### config.mk
export PLATFORM = sky130hd
export DESIGN_NAME = bist_tpg_ora_6_3
export DESIGN_NICKNAME = d
export VERILOG_FILES = /design/src/rtl/bist_6_3_pkg.sv /design/src/rtl/bist_misr8.sv /design/src/rtl/bist_tpg_ora_6_3.sv
export SDC_FILE = /design/constraint.sdc
export NUM_CORES = 1
export LEC_CHECK = 0
export BUFFER_PORTS_ARGS = -buffer_cell sky130_fd_sc_hd__buf_2
export CORE_ASPECT_RATIO = 0.7
export CORE_UTILIZATION = 50
export DETAILED_ROUTE_END_ITERATION = 16
export PLACE_DENSITY = 0.72
export SLEW_MARGIN = 20
export SYNTH_ARGS = -nofsm -noshare
export SYNTH_HDL_FRONTEND = slang
export SYNTH_SLANG_ARGS = --single-unit
export TNS_END_PERCENT = 100
### constraint.sdc
create_clock -name clk -period 6.35 [get_ports clk]
set_input_delay 0.635 -clock clk [delete_from_list [all_inputs] [get_ports clk]]
set_output_delay 0.635 -clock clk [all_outputs]
set_load 0.05 [all_outputs]
### src/rtl/bist_6_3_pkg.sv
// Shared types, constants and helpers for the 6:3 counter BIST wrapper.
// Build option: define BIST_LFSR_EN to replace the binary up-counter pattern
// source (64 patterns, 0..63) with a 6-bit Fibonacci LFSR x^6+x^5+1 seeded
// with 6'b000001 (63 nonzero patterns).
package bist_6_3_pkg;

  localparam int unsigned PAT_W = 6;
  localparam int unsigned OUT_W = 3;
  localparam int unsigned ERR_W = 7;
  localparam int unsigned SIG_W = 8;

  typedef enum logic [1:0] {
    ST_IDLE  = 2'd0,
    ST_RUN   = 2'd1,
    ST_DRAIN = 2'd2,
    ST_DONE  = 2'd3
  } bist_state_e;

  // Low-order terms of x^8+x^4+x^3+x^2+1; the x^8 term is the shifted-out bit.
  localparam logic [SIG_W-1:0] MISR_POLY = 8'h1D;

  // Feedback taps of x^6+x^5+1 (bits 5 and 4 of the shift register).
  localparam logic [PAT_W-1:0] LFSR_TAPS = 6'b110000;

  localparam logic [ERR_W-1:0] ERR_MAX = 7'd64;

`ifdef BIST_LFSR_EN
  localparam int unsigned      PAT_CNT   = 63;
  localparam logic [PAT_W-1:0] PAT_FIRST = 6'b000001;
`else
  localparam int unsigned      PAT_CNT   = 64;
  localparam logic [PAT_W-1:0] PAT_FIRST = 6'b000000;
`endif

  localparam logic [PAT_W-1:0] PAT_LAST_IDX = PAT_W'(PAT_CNT - 1);

  // Golden 6:3 counter result.
  function automatic logic [OUT_W-1:0] popcount6(input logic [PAT_W-1:0] p);
    logic [OUT_W-1:0] c;
    c = '0;
    for (int i = 0; i < int'(PAT_W); i++) c = c + OUT_W'(p[i]);
    return c;
  endfunction

  // Successor of the current pattern in the selected source.
  function automatic logic [PAT_W-1:0] pat_next(input logic [PAT_W-1:0] p);
`ifdef BIST_LFSR_EN
    return {p[PAT_W-2:0], ^(p & LFSR_TAPS)};
`else
    return p + PAT_W'(1);
`endif
  endfunction

endpackage

### src/rtl/bist_misr8.sv
// 8-bit MISR compacting the 3-bit counter result.
// Ports: clk, rst (async high) ; load/seed reload the register (priority over
// en) ; en shifts once with din folded into bits [2:0] ; sig is the contents.
module bist_misr8
  import bist_6_3_pkg::*;
#(
  parameter logic [SIG_W-1:0] RST_VAL = 8'hFF
) (
  input  logic             clk,
  input  logic             rst,
  input  logic             load,
  input  logic [SIG_W-1:0] seed,
  input  logic             en,
  input  logic [OUT_W-1:0] din,
  output logic [SIG_W-1:0] sig
);

  // Galois-style shift: multiply by x modulo the polynomial, then add din.
  always_ff @(posedge clk or posedge rst) begin
    if (rst) begin
      sig <= RST_VAL;
    end else if (load) begin
      sig <= seed;
    end else if (en) begin
      sig <= {sig[SIG_W-2:0], 1'b0}
           ^ (sig[SIG_W-1] ? MISR_POLY : SIG_W'(0))
           ^ {{(SIG_W-OUT_W){1'b0}}, din};
    end
  end

endmodule

### src/rtl/bist_tpg_ora_6_3.sv
// BIST wrapper for the combinational 6:3 counter: pattern generator (TPG)
// feeding the counter's x, and response analyser (ORA) checking its o.
// Ports: clk, rst (async high), start (run request, honoured in IDLE/DONE);
// tpg_x/tpg_valid (stimulus), cut_o (counter result); busy, done, pass,
// err_cnt, first_fail, signature (run status and results).
// Build option: BIST_LFSR_EN selects the LFSR pattern source (see package).
module bist_tpg_ora_6_3
  import bist_6_3_pkg::*;
#(
  parameter int unsigned      CUT_LAT   = 0,
  parameter logic [SIG_W-1:0] MISR_SEED = 8'hFF
) (
  input  logic             clk,
  input  logic             rst,
  input  logic             start,
  output logic [PAT_W-1:0] tpg_x,
  output logic             tpg_valid,
  input  logic [OUT_W-1:0] cut_o,
  output logic             busy,
  output logic             done,
  output logic             pass,
  output logic [ERR_W-1:0] err_cnt,
  output logic [PAT_W-1:0] first_fail,
  output logic [SIG_W-1:0] signature
);

  localparam int unsigned DRN_W      = 2;
  localparam int unsigned DRAIN_LAST = (CUT_LAT == 0) ? 0 : CUT_LAT - 1;

  bist_state_e state, state_nxt;

  logic [PAT_W-1:0] pat_idx;
  logic [DRN_W-1:0] drain_cnt;
  logic             run_start;
  logic             last_issued;
  logic             drain_done;
  logic             dly_valid;
  logic [PAT_W-1:0] dly_pat;
  logic [OUT_W-1:0] exp_o;
  logic             mism;
  logic [ERR_W-1:0] err_nxt;

  assign run_start   = start && (state == ST_IDLE || state == ST_DONE);
  assign last_issued = (pat_idx == PAT_LAST_IDX);
  assign drain_done  = (drain_cnt == DRN_W'(DRAIN_LAST));

  // State register.
  always_ff @(posedge clk or posedge rst) begin
    if (rst) state <= ST_IDLE;
    else     state <= state_nxt;
  end

  // Next-state logic; CUT_LAT=0 has nothing in flight so DRAIN is skipped.
  always_comb begin
    state_nxt = state;
    unique case (state)
      ST_IDLE:  if (start) state_nxt = ST_RUN;
      ST_RUN:   if (last_issued) state_nxt = (CUT_LAT == 0) ? ST_DONE : ST_DRAIN;
      ST_DRAIN: if (drain_done) state_nxt = ST_DONE;
      ST_DONE:  if (start) state_nxt = ST_RUN;
      default:  state_nxt = ST_IDLE;
    endcase
  end

  // Pattern source: tpg_x holds its last value once the run stops issuing.
  always_ff @(posedge clk or posedge rst) begin
    if (rst) begin
      tpg_x     <= '0;
      tpg_valid <= 1'b0;
      pat_idx   <= '0;
    end else if (run_start) begin
      tpg_x     <= PAT_FIRST;
      tpg_valid <= 1'b1;
      pat_idx   <= '0;
    end else if (state == ST_RUN) begin
      if (last_issued) begin
        tpg_valid <= 1'b0;
      end else begin
        tpg_x   <= pat_next(tpg_x);
        pat_idx <= pat_idx + PAT_W'(1);
      end
    end
  end

  // Drain cycle counter.
  always_ff @(posedge clk or posedge rst) begin
    if (rst)                    drain_cnt <= '0;
    else if (state == ST_DRAIN) drain_cnt <= drain_cnt + DRN_W'(1);
    else                        drain_cnt <= '0;
  end

  // Expected-value delay line aligning {valid, pattern} with cut_o.
  generate
    if (CUT_LAT == 0) begin : g_no_dly
      assign dly_valid = tpg_valid;
      assign dly_pat   = tpg_x;
    end else begin : g_dly
      logic [PAT_W:0] dly_q [CUT_LAT];
      always_ff @(posedge clk or posedge rst) begin
        if (rst) begin
          for (int i = 0; i < int'(CUT_LAT); i++) dly_q[i] <= '0;
        end else if (run_start) begin
          for (int i = 0; i < int'(CUT_LAT); i++) dly_q[i] <= '0;
        end else begin
          dly_q[0] <= {tpg_valid, tpg_x};
          for (int i = 1; i < int'(CUT_LAT); i++) dly_q[i] <= dly_q[i-1];
        end
      end
      assign dly_valid = dly_q[CUT_LAT-1][PAT_W];
      assign dly_pat   = dly_q[CUT_LAT-1][PAT_W-1:0];
    end
  endgenerate

  assign exp_o   = popcount6(dly_pat);
  assign mism    = dly_valid && (cut_o != exp_o);
  assign err_nxt = (mism && err_cnt != ERR_MAX) ? err_cnt + ERR_W'(1) : err_cnt;

  // Result registers; pass includes the compare made on the DONE-entry edge.
  always_ff @(posedge clk or posedge rst) begin
    if (rst) begin
      err_cnt    <= '0;
      first_fail <= '0;
      pass       <= 1'b0;
      busy       <= 1'b0;
      done       <= 1'b0;
    end else begin
      busy <= (state_nxt == ST_RUN) || (state_nxt == ST_DRAIN);
      done <= (state_nxt == ST_DONE);
      if (run_start) begin
        err_cnt    <= '0;
        first_fail <= '0;
        pass       <= 1'b0;
      end else begin
        err_cnt <= err_nxt;
        if (mism && err_cnt == '0) first_fail <= dly_pat;
        if (state != ST_DONE && state_nxt == ST_DONE) pass <= (err_nxt == '0);
      end
    end
  end

  bist_misr8 #(
    .RST_VAL (MISR_SEED)
  ) u_misr (
    .clk  (clk),
    .rst  (rst),
    .load (run_start),
    .seed (MISR_SEED),
    .en   (dly_valid),
    .din  (cut_o),
    .sig  (signature)
  );

endmodule

Word-level counts from Yosys, hierarchy flattened
Index checks and enable logic that the tools add are counted.
- bitwise gates (word level): 2
- reductions and logical operators: 19
- muxes and demuxes: 23
- add/sub/neg operators: 9
- equality and inequality tests: 11
- operators with widths (kind ; number):
    $mux W6 ; 8
    $mux W8 ; 2
    $logic_not A7 Y1 ; 2
    $mux W7 ; 2
    $add A6 B1 Y6 const B ; 2
    $reduce_bool A2 Y1 ; 5
    $add A3 B1 Y3 ; 3
    $eq A2 B2 Y1 const B ; 4
    $mux W2 ; 4
    $xor A8 B3 Y8 ; 1
    $xor A8 B8 Y8 ; 1
    $add A7 B1 Y7 const B ; 1
    $ne A7 B7 Y1 const B ; 1
    $eq A6 B6 Y1 const B ; 1
    $pmux W2 S3 ; 1
    $logic_and A1 B1 Y1 ; 5
    $mux W1 ; 5
    $mux W5 ; 1
    $eq A2 B1 Y1 const B ; 2
    $logic_not A2 Y1 ; 2
    $ne A2 B2 Y1 const B ; 2
    $reduce_and A2 Y1 ; 2
    $add A2 B1 Y3 ; 1
    $ne A3 B3 Y1 ; 1
    4 further kinds ; 5
- flip-flop bits (word level): 41
- bits of input ports: 6
- logic and storage cells: 75

Depth between registers and ports, before layout
- depth after elaboration: 12
- depth in mapped cells: 12

Modules after synthesis
From an unflattened synthesis, not the netlist that was laid out.
- cell total of the unflattened synthesis: 221
- area, all modules: 2280.9 um^2
- modules (own cells, without submodules) (module ; area an instance (um^2) ; sequential area each (um^2) ; times used ; cells each):
    bist_tpg_ora_6_3 ; 1816.7 ; 825.8 ; 1 ; 176
    bist_misr8 ; 464.2 ; 210.2 ; 1 ; 45

Least setup slack after synthesis
No wires, ideal clock.
- path type: flip-flop to flip-flop
- from: reg tpg_x[0]
- to: reg first_fail[0]
- required time: 6.218 ns
- cell stages (with the launch flop): 13
- library setup time: 0.132 ns
- arrival: 3.489 ns
- setup slack: 2.729 ns
- period minus slack after synthesis: 3.621 ns
- path through: dfrtp_1 fa_1 inv_1 fa_1 inv_1 ha_1 inv_1 fa_1 xnor2_1 o31ai_2 nor4_4 mux2i_1 nor2_1
- word-level cells in the longest chain between the ends: 9
- ends and longest elaborated chain (element ; line ; source):
    start, declared ; bist_tpg_ora_6_3.sv:16 ; output logic [PAT_W-1:0] tpg_x,
    start signal, assigned ; bist_tpg_ora_6_3.sv:79 ; tpg_x <= pat_next(tpg_x);
    $add A1 B1 Y2 ; bist_6_3_pkg.sv:41 ; for (int i = 0; i < int'(PAT_W); i++) c = c + OUT_W'(p[i]);
    $add A2 B1 Y3 ; bist_6_3_pkg.sv:41 ;
    $add A3 B1 Y3 (3 in series) ; bist_6_3_pkg.sv:41 ;
    $ne A3 B3 Y1 ; bist_tpg_ora_6_3.sv:115 ; assign mism = dly_valid && (cut_o != exp_o);
    $logic_and A1 B1 Y1 ; bist_tpg_ora_6_3.sv:115 ;
    $logic_and A1 B1 Y1 ; bist_tpg_ora_6_3.sv:135 ; if (mism && err_cnt == '0) first_fail <= dly_pat;
    $reduce_bool A2 Y1 (no line) ; -- ;
    end signal, assigned ; bist_tpg_ora_6_3.sv:135 ;
    end, declared ; bist_tpg_ora_6_3.sv:23 ; output logic [PAT_W-1:0] first_fail,
Several ways; a longest one is shown, not always the timed one. The select of a mux whose other input is x is not followed.
A chain may end at the register's enable or synchronous reset.

Final worst setup path
- from: reg tpg_x[0]
- to: reg first_fail[4]
- word-level cells in the longest chain between the ends: 9
- ends and longest elaborated chain (element ; line):
    $add A1 B1 Y2 ; bist_6_3_pkg.sv:41
    $add A2 B1 Y3 ; bist_6_3_pkg.sv:41
    $add A3 B1 Y3 (3 in series) ; bist_6_3_pkg.sv:41
    $ne A3 B3 Y1 ; bist_tpg_ora_6_3.sv:115
    $logic_and A1 B1 Y1 ; bist_tpg_ora_6_3.sv:115
    $logic_and A1 B1 Y1 ; bist_tpg_ora_6_3.sv:135
    $reduce_bool A2 Y1 (no line) ; --
Every way passes these cells.

==> impl_metrics.csv <==
group,metric,value,unit
logic_synthesis,syn_avg_cell_area,10.1,µm²
sta,hold_violations,0,
logic_synthesis,syn_inst,220,
placed_design,gp_congestion,0.828,
logic_synthesis,synth_area,0.00222,mm²
sta,rsz0062_at_grt,"no",
logic_synthesis,seq_area_frac_synth,46.6,%
logic_synthesis,postSynthNetCount,239,
power,power_switching,663,µW
sta,worst_slew_pin_slew,0.968,ns
worst_hold_path,holdPathStages,1,
global_routing,antenna_found_initial,0,
worst_setup_path,cp-start-kind,"register",
placed_design,dp_hpwl,3070,µm
routing,avgViaCountPerCell,5.25,
global_routing,grt_max_degree,42,
cells_and_area,final_nets,273,
power,p_per_area,537,mW/mm²
routing,drt-total-wl,4400,µm
cells_and_area,num_antenna_cells,0,
sta,min_period_over_period,57.9,%
routing,antenna_left,0,
floorplan,initial_core_util,54.3,%
power,ir_drop,0.321,mV
floorplan,coreArea,0.00409,mm²
placed_design,dpl-instance-area,0.00242,mm²
routing,first_iter_violations,83,
worst_setup_path,worst_r2r_path_depth,12,
global_routing,overflow,0,
placed_design,pre_cts_slack,2.70,ns
cts,ctsResizeCount,0,
logic_synthesis,ys_warn_count,0,
cts,cts-root-buf,"clkbuf_8",
worst_setup_path,critPathRequiredTime,6.49,ns
cts,clk_latency,0.29,ns
routing,drc,0,
floorplan,die_h,57.8,µm
cells_and_area,drive_gt1_share,23.9,%
worst_hold_path,hp-class,"reg2reg",
power,p_sw_share,48.9,%
global_routing,grt_pass1_vias,1476,
sta,fin_setup_tns,0,ns
sta,setup_viol,0,
worst_setup_path,critPathCaptureType,"register",
sta,setup_slack,2.67,ns
logic_synthesis,synth_seq_cells,41,
routing,drtPass1Iterations,4,
cts,cts_sinks,41,
power,p_int,692,µW
sta,timing.final.max_slew_violations,0,
routing,vias,1613,
cts,htreeDepth,2,
floorplan,die_area,0.00472,mm²
worst_setup_path,crit_fanout,6,
cells_and_area,final_cell_area,0.00253,mm²
floorplan,rows,19,
floorplan,ios,37,
sta,timing.fmax,272,MHz
cells_and_area,final_util,61.8,%
cts,cts_made_buffers,5,
cts,clk_path_buf_depth,2,
cts,postCtsSetupRepairBufs,0,
cells_and_area,syn_to_final_growth,13.7,%
routing,post_drt_wl_per_cell,14.3,µm
cts,hold_buffers,0,
sta,period_minus_slack,3.68,ns
power,p_clk_share,14.0,%
power,power.leakage,1.26,nW
global_routing,gr-usage-all-layers,20.9,%
logic_synthesis,yosysUniqueCellTypes,37,
sta,finClkSkew,0.00674,ns
cts,cts_tree,"yes",
worst_setup_path,cp_data_arrival_time,3.82,ns
cts,cts.clk_slew.worst_paths,0.08,ns
worst_setup_path,critPathKind,"reg2reg",
placed_design,port_buffers,36,
power,power_frac_seq,32.8,%
outcome,outcome,"finished, final reports clean",
global_routing,grt_pass1_wl,7270,µm
sta,relSlewSlack,35.5,%
floorplan,chipWidth,81.7,µm
power,comb_power_share,53.2,%
flow_run,cap_violations,0,
## logic make-up (layout without fill, tap and decap cells)
family | after synthesis | in the layout | synth area share, %
buffers and inverters | 25 | 60 | 4.90
AND/OR/NAND/NOR | 85 | 85 | 18.7
adder cells (fa/ha/maj) | 13 | 13 | 8.34
multiplexers | 11 | 11 | 4.96
flip-flops | 41 | 41 | 46.6
XOR/XNOR | 27 | 27 | 10.6
AO/OA/AOI/OAI | 18 | 18 | 5.80
## worst max-delay path: stages (launching register included)
cell and delay (ns):
dfrtp_1 0.47, fa_1 0.55, inv_1 0.05, fa_1 0.47, inv_1 0.04, ha_1 0.16, inv_1 0.07, fa_1 0.40
xnor2_1 0.26, o31ai_2 0.16, nor4_4 0.58, mux2i_1 0.27, nor2_1 0.05
## cells in the final DEF, fill, tap and decap left out, types with 2 or more instances in the layout
cell	Yosys	routed
a21oi_1	2	2
a31oi_1	3	3
and2_1	3	3
and3_1	4	4
buf_2	1	36
buf_4	0	2
clkbuf_8	0	7
dfrtp_1	33	33
dfstp_2	8	8
fa_1	3	3
ha_1	10	10
inv_1	14	14
mux2i_1	11	11
nand2_1	23	23
nand2b_1	2	2
nand3_1	8	8
nand4_1	3	3
nor2_1	28	28
nor3_1	5	5
o21ai_0	7	7
o31ai_2	2	2
xnor2_1	15	15
xor2_1	12	12
## worst paths after layout
kind                               from       endpoint  slack, ns
min in group asynchronous           rst     pat_idx[3]       0.45
setup reg to reg               tpg_x[0]  first_fail[4]       2.67
hold / removal             drain_cnt[0]   drain_cnt[0]       0.44
setup / recovery               tpg_x[0]  first_fail[4]       2.67
hold reg to reg            drain_cnt[0]   drain_cnt[0]       0.44
max in group asynchronous           rst  u_misr.sig[2]       5.52
## cells in the mapped netlist (all sizes together)
cell	number	share of area [%]
nand4b	1	0.39
mux2i	11	5.0
a31oi	3	0.85
nand3	8	1.8
or4b	1	0.62
buf	2	0.73
and3	5	1.5
nor4	2	1.2
a211oi	1	0.34
o22ai	1	0.28
fa	3	2.7
ha	10	5.6
dfrtp	33	37
o21ai	8	2.3
nor3	5	1.1
dfstp	8	9.5
o31ai	2	1.1
xnor2	15	5.9
nand4	3	0.85
xor2	12	4.7
nor2b	1	0.28
or3	1	0.28
nand2	23	3.9
clkdlybuf4s15	1	0.45
a21oi	2	0.45
nor2	29	5.0
clkbuf	8	1.4
and2	3	0.85
nand2b	2	0.56
o32a	1	0.45
inv	14	2.4
nor3b	1	0.34
## per-stage QoR
stage                     hold WS (ns)  total power [mW]  instances
after global routing             0.446              1.45        307
after CTS                        0.438              1.36        307
after floorplan                  0.402              1.02        220
final                            0.438              1.36        307
after detailed placement         0.427              1.17        299
after global placement           0.421              1.15        299
## cell type report
cell class                 count  area (µm²)
timing repair buffer          38         195
clock buffer                   7        96.3
multi-input combinational    154        1080
clock inverter                 1        5.00
sequential                    41        1040
inverter                      14        52.6
fill                         354        1560
tap                           52        65.1
## sequential cells by signal, summed over array words and instances, names as in the netlist, 2 cells and up
signal      cells
pat_idx         6
tpg_x           6
u_misr.sig      8
drain_cnt       2
state           2
first_fail      6
err_cnt         7
## power by group through the flow
stage	sequential, mW	clock, mW	combinational [mW]
final	0.444	0.190	0.722
after global routing	0.458	0.206	0.789
after CTS	0.443	0.193	0.722
after detailed placement	0.447	0	0.719
after global placement	0.444	0	0.706
after floorplan	0.628	0	0.393
## layer usage
layer  vias up  part of all wire [%]  track usage (%)
li1        791                     -                -
met1       770                    53             31.4
met2        47                    40             29.2
met3         5                   5.6             5.83
met4         0                  0.98             6.52
met5         -                     0                0
(Power assumes the default switching activity.)
